**config.mk**
```make
export PLATFORM = sky130hd
export DESIGN_NAME = spi_regfile_peripheral
export DESIGN_NICKNAME = d
export VERILOG_FILES = /design/src/rtl/spi_regfile_pkg.sv /design/src/rtl/spi_frame_shifter.sv /design/src/rtl/spi_regfile_peripheral.sv
export SDC_FILE = /design/constraint.sdc
export NUM_CORES = 1
export LEC_CHECK = 0
export ABC_AREA = 1
export CORE_MARGIN = 5
export CORE_UTILIZATION = 55
export DETAILED_ROUTE_END_ITERATION = 8
export PLACE_DENSITY_LB_ADDON = 0.15
export SYNTH_ARGS = -nofsm -noshare
export SYNTH_HDL_FRONTEND = slang
export SYNTH_SLANG_ARGS = --single-unit
```
**constraint.sdc**
```tcl
create_clock -name sclk -period 4.05 [get_ports sclk]
set_input_delay 0.81 -clock sclk [delete_from_list [all_inputs] [get_ports sclk]]
set_output_delay 0.81 -clock sclk [all_outputs]
set_load 0.05 [all_outputs]
```
**src/rtl/spi_regfile_pkg.sv**
```systemverilog
// spi_regfile_pkg: shared types and command-word bit positions for the SPI register file.
// Contents: state_e (CMD/DATA frame decoding state), RW_BIT/INC_BIT offsets from the command MSB.
package spi_regfile_pkg;
    typedef enum logic {CMD, DATA} state_e;
    localparam int RW_BIT  = 0;
    localparam int INC_BIT = 1;
endpackage

```
**src/rtl/spi_frame_shifter.sv**
```systemverilog
// spi_frame_shifter: SPI bit-level engine (rx/tx shift registers, bit counter, frame-done pulse).
// Ports: sclk/rst_n clock and sync active-low reset; enable freezes all state when low;
//        ss active-low select (high clears the frame); mosi serial in; tx_load/tx_load_val
//        replace the tx shift register on an active edge; miso registered serial out;
//        frame_done marks the active edge carrying the last bit; rx_word is the completed
//        word including the current mosi bit.
module spi_frame_shifter #(
    parameter int DATA_W = 8
) (
    input  logic              sclk,
    input  logic              rst_n,
    input  logic              enable,
    input  logic              ss,
    input  logic              mosi,
    input  logic              tx_load,
    input  logic [DATA_W-1:0] tx_load_val,
    output logic              miso,
    output logic              frame_done,
    output logic [DATA_W-1:0] rx_word
);
    localparam int CNT_W = $clog2(DATA_W);

    logic [CNT_W-1:0]  bit_cnt_q, bit_cnt_d;
    logic [DATA_W-1:0] rx_q, rx_d, tx_q, tx_d;
    logic              miso_q, miso_d;
    logic              active;

    assign active     = enable && !ss;
    assign rx_word    = {rx_q[DATA_W-2:0], mosi};
    assign frame_done = active && (bit_cnt_q == CNT_W'(DATA_W - 1));
    assign miso       = miso_q;

    always_comb begin
        bit_cnt_d = bit_cnt_q;
        rx_d      = rx_q;
        tx_d      = tx_q;
        miso_d    = miso_q;
        if (enable && ss) begin
            bit_cnt_d = '0;
            rx_d      = '0;
            tx_d      = '0;
            miso_d    = 1'b0;
        end else if (active) begin
            bit_cnt_d = frame_done ? '0 : bit_cnt_q + CNT_W'(1);
            rx_d      = rx_word;
            miso_d    = tx_q[DATA_W-1];
            tx_d      = tx_load ? tx_load_val : {tx_q[DATA_W-2:0], 1'b0};
        end
    end

    always_ff @(posedge sclk) begin
        if (!rst_n) begin
            bit_cnt_q <= '0;
            rx_q      <= '0;
            tx_q      <= '0;
            miso_q    <= 1'b0;
        end else begin
            bit_cnt_q <= bit_cnt_d;
            rx_q      <= rx_d;
            tx_q      <= tx_d;
            miso_q    <= miso_d;
        end
    end
endmodule

```
**src/rtl/spi_regfile_peripheral.sv**
```systemverilog
// spi_regfile_peripheral: SPI slave exposing a small register file (register 0 is a read-only ID).
// Ports: sclk/rst_n clock and sync active-low reset; enable freezes all state when low;
//        ss/mosi/miso SPI slave pins (MSB first); ctrl_regs flattened register file,
//        register i at [i*DATA_W +: DATA_W]; wr_strobe one-cycle pulse after an accepted
//        write; wr_addr address of the most recent accepted write.
module spi_regfile_peripheral
    import spi_regfile_pkg::*;
#(
    parameter int                DATA_W   = 8,
    parameter int                NUM_REGS = 4,
    parameter logic [DATA_W-1:0] ID_VALUE = DATA_W'(8'hA5),
    localparam int               ADDR_W   = $clog2(NUM_REGS)
) (
    input  logic                       sclk,
    input  logic                       rst_n,
    input  logic                       enable,
    input  logic                       ss,
    input  logic                       mosi,
    output logic                       miso,
    output logic [NUM_REGS*DATA_W-1:0] ctrl_regs,
    output logic                       wr_strobe,
    output logic [ADDR_W-1:0]          wr_addr
);
    state_e                            state_q, state_d;
    logic                              rw_q, rw_d, inc_q, inc_d;
    logic [ADDR_W-1:0]                 addr_q, addr_d, next_addr, cmd_addr;
    logic [NUM_REGS-1:0][DATA_W-1:0]   regs_q, regs_d;
    logic                              wr_strobe_q, wr_strobe_d;
    logic [ADDR_W-1:0]                 wr_addr_q, wr_addr_d;
    logic                              tx_load, frame_done;
    logic [DATA_W-1:0]                 tx_load_val, rx_word;

    spi_frame_shifter #(.DATA_W(DATA_W)) u_shifter (
        .sclk        (sclk),
        .rst_n       (rst_n),
        .enable      (enable),
        .ss          (ss),
        .mosi        (mosi),
        .tx_load     (tx_load),
        .tx_load_val (tx_load_val),
        .miso        (miso),
        .frame_done  (frame_done),
        .rx_word     (rx_word)
    );

    assign ctrl_regs = regs_q;
    assign wr_strobe = wr_strobe_q;
    assign wr_addr   = wr_addr_q;
    assign next_addr = inc_q ? addr_q + ADDR_W'(1) : addr_q;
    assign cmd_addr  = rx_word[ADDR_W-1:0];

    always_comb begin
        state_d     = state_q;
        rw_d        = rw_q;
        inc_d       = inc_q;
        addr_d      = addr_q;
        regs_d      = regs_q;
        wr_strobe_d = wr_strobe_q;
        wr_addr_d   = wr_addr_q;
        tx_load     = 1'b0;
        tx_load_val = '0;
        if (enable) begin
            wr_strobe_d = 1'b0;
            if (ss) begin
                state_d = CMD;
            end else if (frame_done && state_q == CMD) begin
                rw_d        = rx_word[DATA_W-1-RW_BIT];
                inc_d       = rx_word[DATA_W-1-INC_BIT];
                addr_d      = cmd_addr;
                state_d     = DATA;
                tx_load     = rx_word[DATA_W-1-RW_BIT];
                tx_load_val = regs_q[cmd_addr];
            end else if (frame_done) begin
                // Register 0 holds the ID and silently ignores writes.
                if (!rw_q && addr_q != '0) begin
                    regs_d[addr_q] = rx_word;
                    wr_addr_d      = addr_q;
                    wr_strobe_d    = 1'b1;
                end
                addr_d      = next_addr;
                tx_load     = rw_q;
                tx_load_val = regs_q[next_addr];
            end
        end
    end

    always_ff @(posedge sclk) begin
        if (!rst_n) begin
            state_q     <= CMD;
            rw_q        <= 1'b0;
            inc_q       <= 1'b0;
            addr_q      <= '0;
            regs_q      <= {{((NUM_REGS-1)*DATA_W){1'b0}}, ID_VALUE};
            wr_strobe_q <= 1'b0;
            wr_addr_q   <= '0;
        end else begin
            state_q     <= state_d;
            rw_q        <= rw_d;
            inc_q       <= inc_d;
            addr_q      <= addr_d;
            regs_q      <= regs_d;
            wr_strobe_q <= wr_strobe_d;
            wr_addr_q   <= wr_addr_d;
        end
    end
endmodule

```
== After elaboration in Yosys (flattened, before gate mapping) ==
Index checks and enable logic that the tools add are counted.
Word-level totals
  logic and storage cells: 67
  input port bits: 5
  register bits after elaboration: 59
Cells by class
  bitwise gates (word level): 4
  equality and inequality tests: 1
  magnitude comparators: 4
  reductions and logical operators: 16
  add/sub/neg operators: 2
  multiplexer cells: 26
Operators by type and width (count)
  8-bit two-way mux: 8
  8-bit binary-select mux with 2-bit select: 2
  32-bit bitwise mux: 1
  8-bit demux with 2-bit select: 1
  1-bit two-way mux: 10
  2-bit by 3-bit < comparator with 1-bit output (second input constant): 3
  1-bit logical AND: 6
  2-bit two-way mux: 3
  3-bit AND reduction: 2
  2-bit nonzero test: 3
  5-bit AND reduction: 1
  1-bit NOT: 4
  3-bit by 1-bit adder with 3-bit output (second input constant): 1
  3-bit == test (second input constant): 1
  3-bit two-way mux: 1
  2-bit by 1-bit adder with 2-bit output (second input constant): 1
  2-bit by 1-bit greater-or-equal comparator with 1-bit output (second input constant): 1
  1-bit logical NOT: 2
  2-bit AND reduction: 1
  2-bit OR reduction: 1

== Longest topological paths before layout ==
  depth after elaboration: 9
  gate-level depth with buffers: 10

== Hierarchy ==
From an unflattened synthesis, not the netlist that was laid out.
Second synthesis, totals
  cells, all modules: 490
  area total of the unflattened synthesis: 3261.9 sq um
Modules (own cells, without submodules)
  spi_regfile_peripheral: instances 1, sequential area each 800.8 sq um, cells an instance 352, area each 2278.4 sq um
  spi_frame_shifter: instances 1, sequential area each 380.4 sq um, cells an instance 138, area each 983.4 sq um

== Least setup slack after synthesis ==
OpenSTA, ideal clock, no wires.
  kind: input -> register
  from: input port enable
  to: register regs_q, in the netlist ctrl_regs[17]
  data required time: 3918 ps
  arrival time: 1794 ps
  library setup time: 132 ps
  stages: 8
  buffers on the path: 1
  path slack: 2124 ps
  cells stage by stage: inv_2 nor2_4 nand2_4 nor4_4 buf_6 nand2_2 nand2_1 a21oi_1
On the way
  longest elaborated chain between the ends: 5
Ends and longest elaborated chain
  from (decl): line spi_regfile_peripheral.sv:16  | input logic enable,
  1-bit logical AND: line spi_frame_shifter.sv:28  | assign active = enable && !ss;
  1-bit logical AND: line spi_frame_shifter.sv:30  | assign frame_done = active && (bit_cnt_q == CNT_W'(DATA_W - 1));
  1-bit logical AND: line spi_regfile_peripheral.sv:66  | end else if (frame_done && state_q == CMD) begin
  1-bit NOT (no line)
  5-bit AND reduction (no line) *
  to (signal assigned): line spi_regfile_peripheral.sv:93  | regs_q <= {{((NUM_REGS-1)*DATA_W){1'b0}}, ID_VALUE};
  to (signal assigned): line spi_regfile_peripheral.sv:101  | regs_q <= regs_d;
  to (decl): line spi_regfile_peripheral.sv:27  | logic [NUM_REGS-1:0][DATA_W-1:0] regs_q, regs_d;
Mark *: on every way between the ends. The rest lies on a longest branch, timed or not.
A chain may end at the register's enable or synchronous reset.

== Worst setup path after layout ==
  from: input port enable
  to: register regs_q, in the netlist ctrl_regs[11]
Same word-level chain as after synthesis.

==> metrics.yaml <==
floorplanning:
  core_um2: 5140
  fp.dieW_um: 82.84
  start_util_pct: 56.77
  io_pins: 41
  die_h_um: 82.84
  fp-row-count: 26
  die-area_um2: 6862
worst_setup_path:
  worstReg2RegStart: "addr_q[0]"
  crit_cells: 8
  cp.arrival_ps: 2990
  cp-startpoint: "enable"
  cp_top_family: "simple AND/OR/NAND/NOR gates"
  r2r_end: "u_shifter.tx_q[5]"
  endpoint_kind: "flop"
  crit_top_cell: "nand2_1"
  start_kind: "primary input"
  critPathCapture: "ctrl_regs[11]"
  cp.required_ps: 4220
  crit_fanout: 13
  cp_cell_sequence: "clkdlybuf4s50_1, inv_2, nor2_4, nand2_4, nor4_4, nand2_1, nand2_1, a21oi_1"
  worstSetupPathType: "primary input to flop"
  worstPathBufferInverterCount: 2
  cp_slowest_cell: "clkdlybuf4s50_1"
  cpPeakStageDelay_ps: 720
  reg2reg_slack_ps: 1890
  r2r_cells: 8
timing:
  worst_slack_ps: 1231
  slew_violations: 0
  fmax_mhz: 354.7
  final.min_clock_period_ps: 2819
  fin_crit_sh_pct: 69.61
  fin_tns_setup_ps: 0
  rsz0062_at_grt: "false"
  hold_ws_ps: 471.8
  hold_viol_final: 0
  setup_viol_count_final: 0
  tightest_slew_ps: 972.9
  maxSlewHeadroom_pct: 35.07
  skew_ps: 5.849
route:
  dr.first_iter.drc_count: 571
  ant_nets: 0
  routed_wl_mm: 8.819
  dr.pass1.iters: 7
  via_per_inst: 5.881
  num_vias: 3158
  wire_per_inst_um: 16.42
  drt_drc_violations_left: 0
global_routing:
  use_met2_pct: 38.56
  use_met3_pct: 6.040
  grt_pass1_wl_mm: 14.52
  antenna_found_initial: 0
  grt_usage_pct: 25.84
  grt_overflow: 0
  grt_pass1_vias: 2934
  grtUsageMet1_pct: 35.53
  top_usage_layer: "met2"
  grt_max_degree: 32
finish:
  postLayoutCoreUtil_pct: 68.55
  nets: 473
  nFillCells: 470
  drive_gt1_share_pct: 6.210
  syn_to_final_growth_pct: 20.75
  antenna_cells: 0
clock_network:
  cts_buffer_depth: 2
  cts_hold_buf: 0
  numCtsBuffers: 9
  cts.sinks: 59
  htree_levels: 3
  clk_latency_ps: 330
  postCtsSetupBuffers: 0
  cts_root_buf: "clkbuf_8"
  ctsResizeCount: 0
  tritoncts: "built"
  clkSlewWorstSetupHoldPaths_ps: 70
logic_synthesis:
  yosys.area.top_type_share_pct: 40.48
  synth-seq-cells: 59
  ys.flop_type: "dfxtp_1"
  synth_edf_count: 0
  yosys-top-cells-area: "dfxtp_1, nand2_1, nand3_1, a21oi_1, o21ai_0"
  yosys_warnings: 0
  synth_nets: 439
  synth_cell_type_count: 24
  postSynthCellCount: 428
  netlist_area_um2: 2918
  syn_avg_cell_area_um2: 6.817
  synth_commonest_cells: "nand2_1, nand3_1, dfxtp_1, a21oi_1"
  synth_top_area_cell: "dfxtp_1"
  synth_most_common_cell: "nand2_1"
  ys_async_sr_fraction_pct: 0
  ys_seq_area_share_pct: 40.48
pwr:
  p_comb_share_pct: 4.9
  intPower_uw: 903.3
  p_sw_uw: 278.9
  p_leak_uw: 0.001383
  clockPowerShare_pct: 44.7
  p_seq_share_pct: 50.4
  ir_worst_vdd_uv: 203.8
  swShare_pct: 23.59
  cellPowerDensity_nw_per_um2: 335.5
placement:
  port_buffers: 40
  dpl_worst_slack_ps: 900.8
  routabilityCongestion: 0.9337
  dp_hpwl_mm: 6.074
hold_path:
  min_path_type: "flop to flop"
run_status:
  status: "completed"
job:
  cap_violations: 0
[registers in the layout (all words and copies together) (netlist names)]
signal,flops
addr_q,2
ctrl_regs,32
inc_q,1
rw_q,1
state_q,1
u_shifter.bit_cnt_q,3
u_shifter.miso,1
u_shifter.rx_q,7
u_shifter.tx_q,8
wr_addr,2
wr_strobe,1
[cells by family (layout without fill, tap and decap cells)]
| logic type | after synthesis | count (layout) | synth area share [%] |
|---|---|---|---|
| AND/OR/NAND/NOR | 235 | 235 | 35.81 |
| AO/OA/AOI/OAI | 80 | 80 | 14.15 |
| adder cells (fa/ha/maj) | 6 | 6 | 2.573 |
| flip-flops | 59 | 59 | 40.48 |
| buffers and inverters | 48 | 87 | 6.990 |
[power groups by stage]
stage / logic, µW / clock network [µW] / registers [µW]
6_report: 58.0 / 528 / 596
5_1_grt: 63.2 / 557 / 597
4_1_cts: 56.7 / 531 / 596
3_5_place_dp: 56.3 / 0 / 609
3_3_place_gp: 54.9 / 0 / 609
2_1_floorplan: 39.9 / 0 / 606
[cell type report]
| type | count | area, µm² | area share [%] |
|---|---|---|---|
| clock buffers | 11 | 141.4 | 4.013 |
| clock inverters | 5 | 52.55 | 1.491 |
| inverters | 28 | 105.1 | 2.983 |
| multi-input cells | 321 | 1533 | 43.50 |
| flip-flops and latches | 59 | 1181 | 33.52 |
| well taps | 70 | 87.58 | 2.486 |
| repair buffers | 43 | 422.9 | 12.00 |
[worst min-delay path, cell delays in order, from the launching register on]
cell and delay (ps):
dfxtp_1 340, nand2_1 60, inv_1 30
[worst min-delay path by stage]
stage / start / end / cells after the start
after floorplan: u_shifter.tx_q[7] / u_shifter.miso / 2
after global placement: ctrl_regs[4] / ctrl_regs[4] / 2
after detailed placement: u_shifter.tx_q[0] / u_shifter.tx_q[0] / 2
after CTS: ctrl_regs[1] / ctrl_regs[1] / 2
after global routing: u_shifter.miso / u_shifter.miso / 2
final: ctrl_regs[3] / ctrl_regs[3] / 2
[layout by cell type (no fill, tap or decap), types with 2 or more instances in the layout]
| cell type | n |
|---|---|
| nand2_2 | 2 |
| or2_2 | 3 |
| clkinv_1 | 2 |
| dfxtp_1 | 59 |
| o21ai_1 | 2 |
| ha_1 | 6 |
| nor2_4 | 2 |
| buf_4 | 3 |
| o21ai_0 | 24 |
| nand3_1 | 88 |
| a21oi_1 | 50 |
| inv_2 | 2 |
| nand2_1 | 135 |
| nor2_1 | 3 |
| inv_1 | 24 |
| clkbuf_8 | 10 |
| clkdlybuf4s50_1 | 40 |
| clkinv_2 | 3 |
[layer usage]
metal / vias up / wire (µm) / part of all wire (%)
li1: 1499 / - / -
met1: 1445 / 3713 / 42
met2: 181 / 3901 / 44
met3: 33 / 918 / 10
met4: 0 / 285 / 3.2
met5: - / 0 / 0
[metrics by stage]
stage	area, µm²	cells	power, µW
finish	3523	537	1182
global route	3523	537	1217
CTS	3523	537	1184
detailed placement	3329	521	664.9
global placement	3329	521	663.5
floorplan	2918	428	645.5
Power figures use the tool's default switching activity.
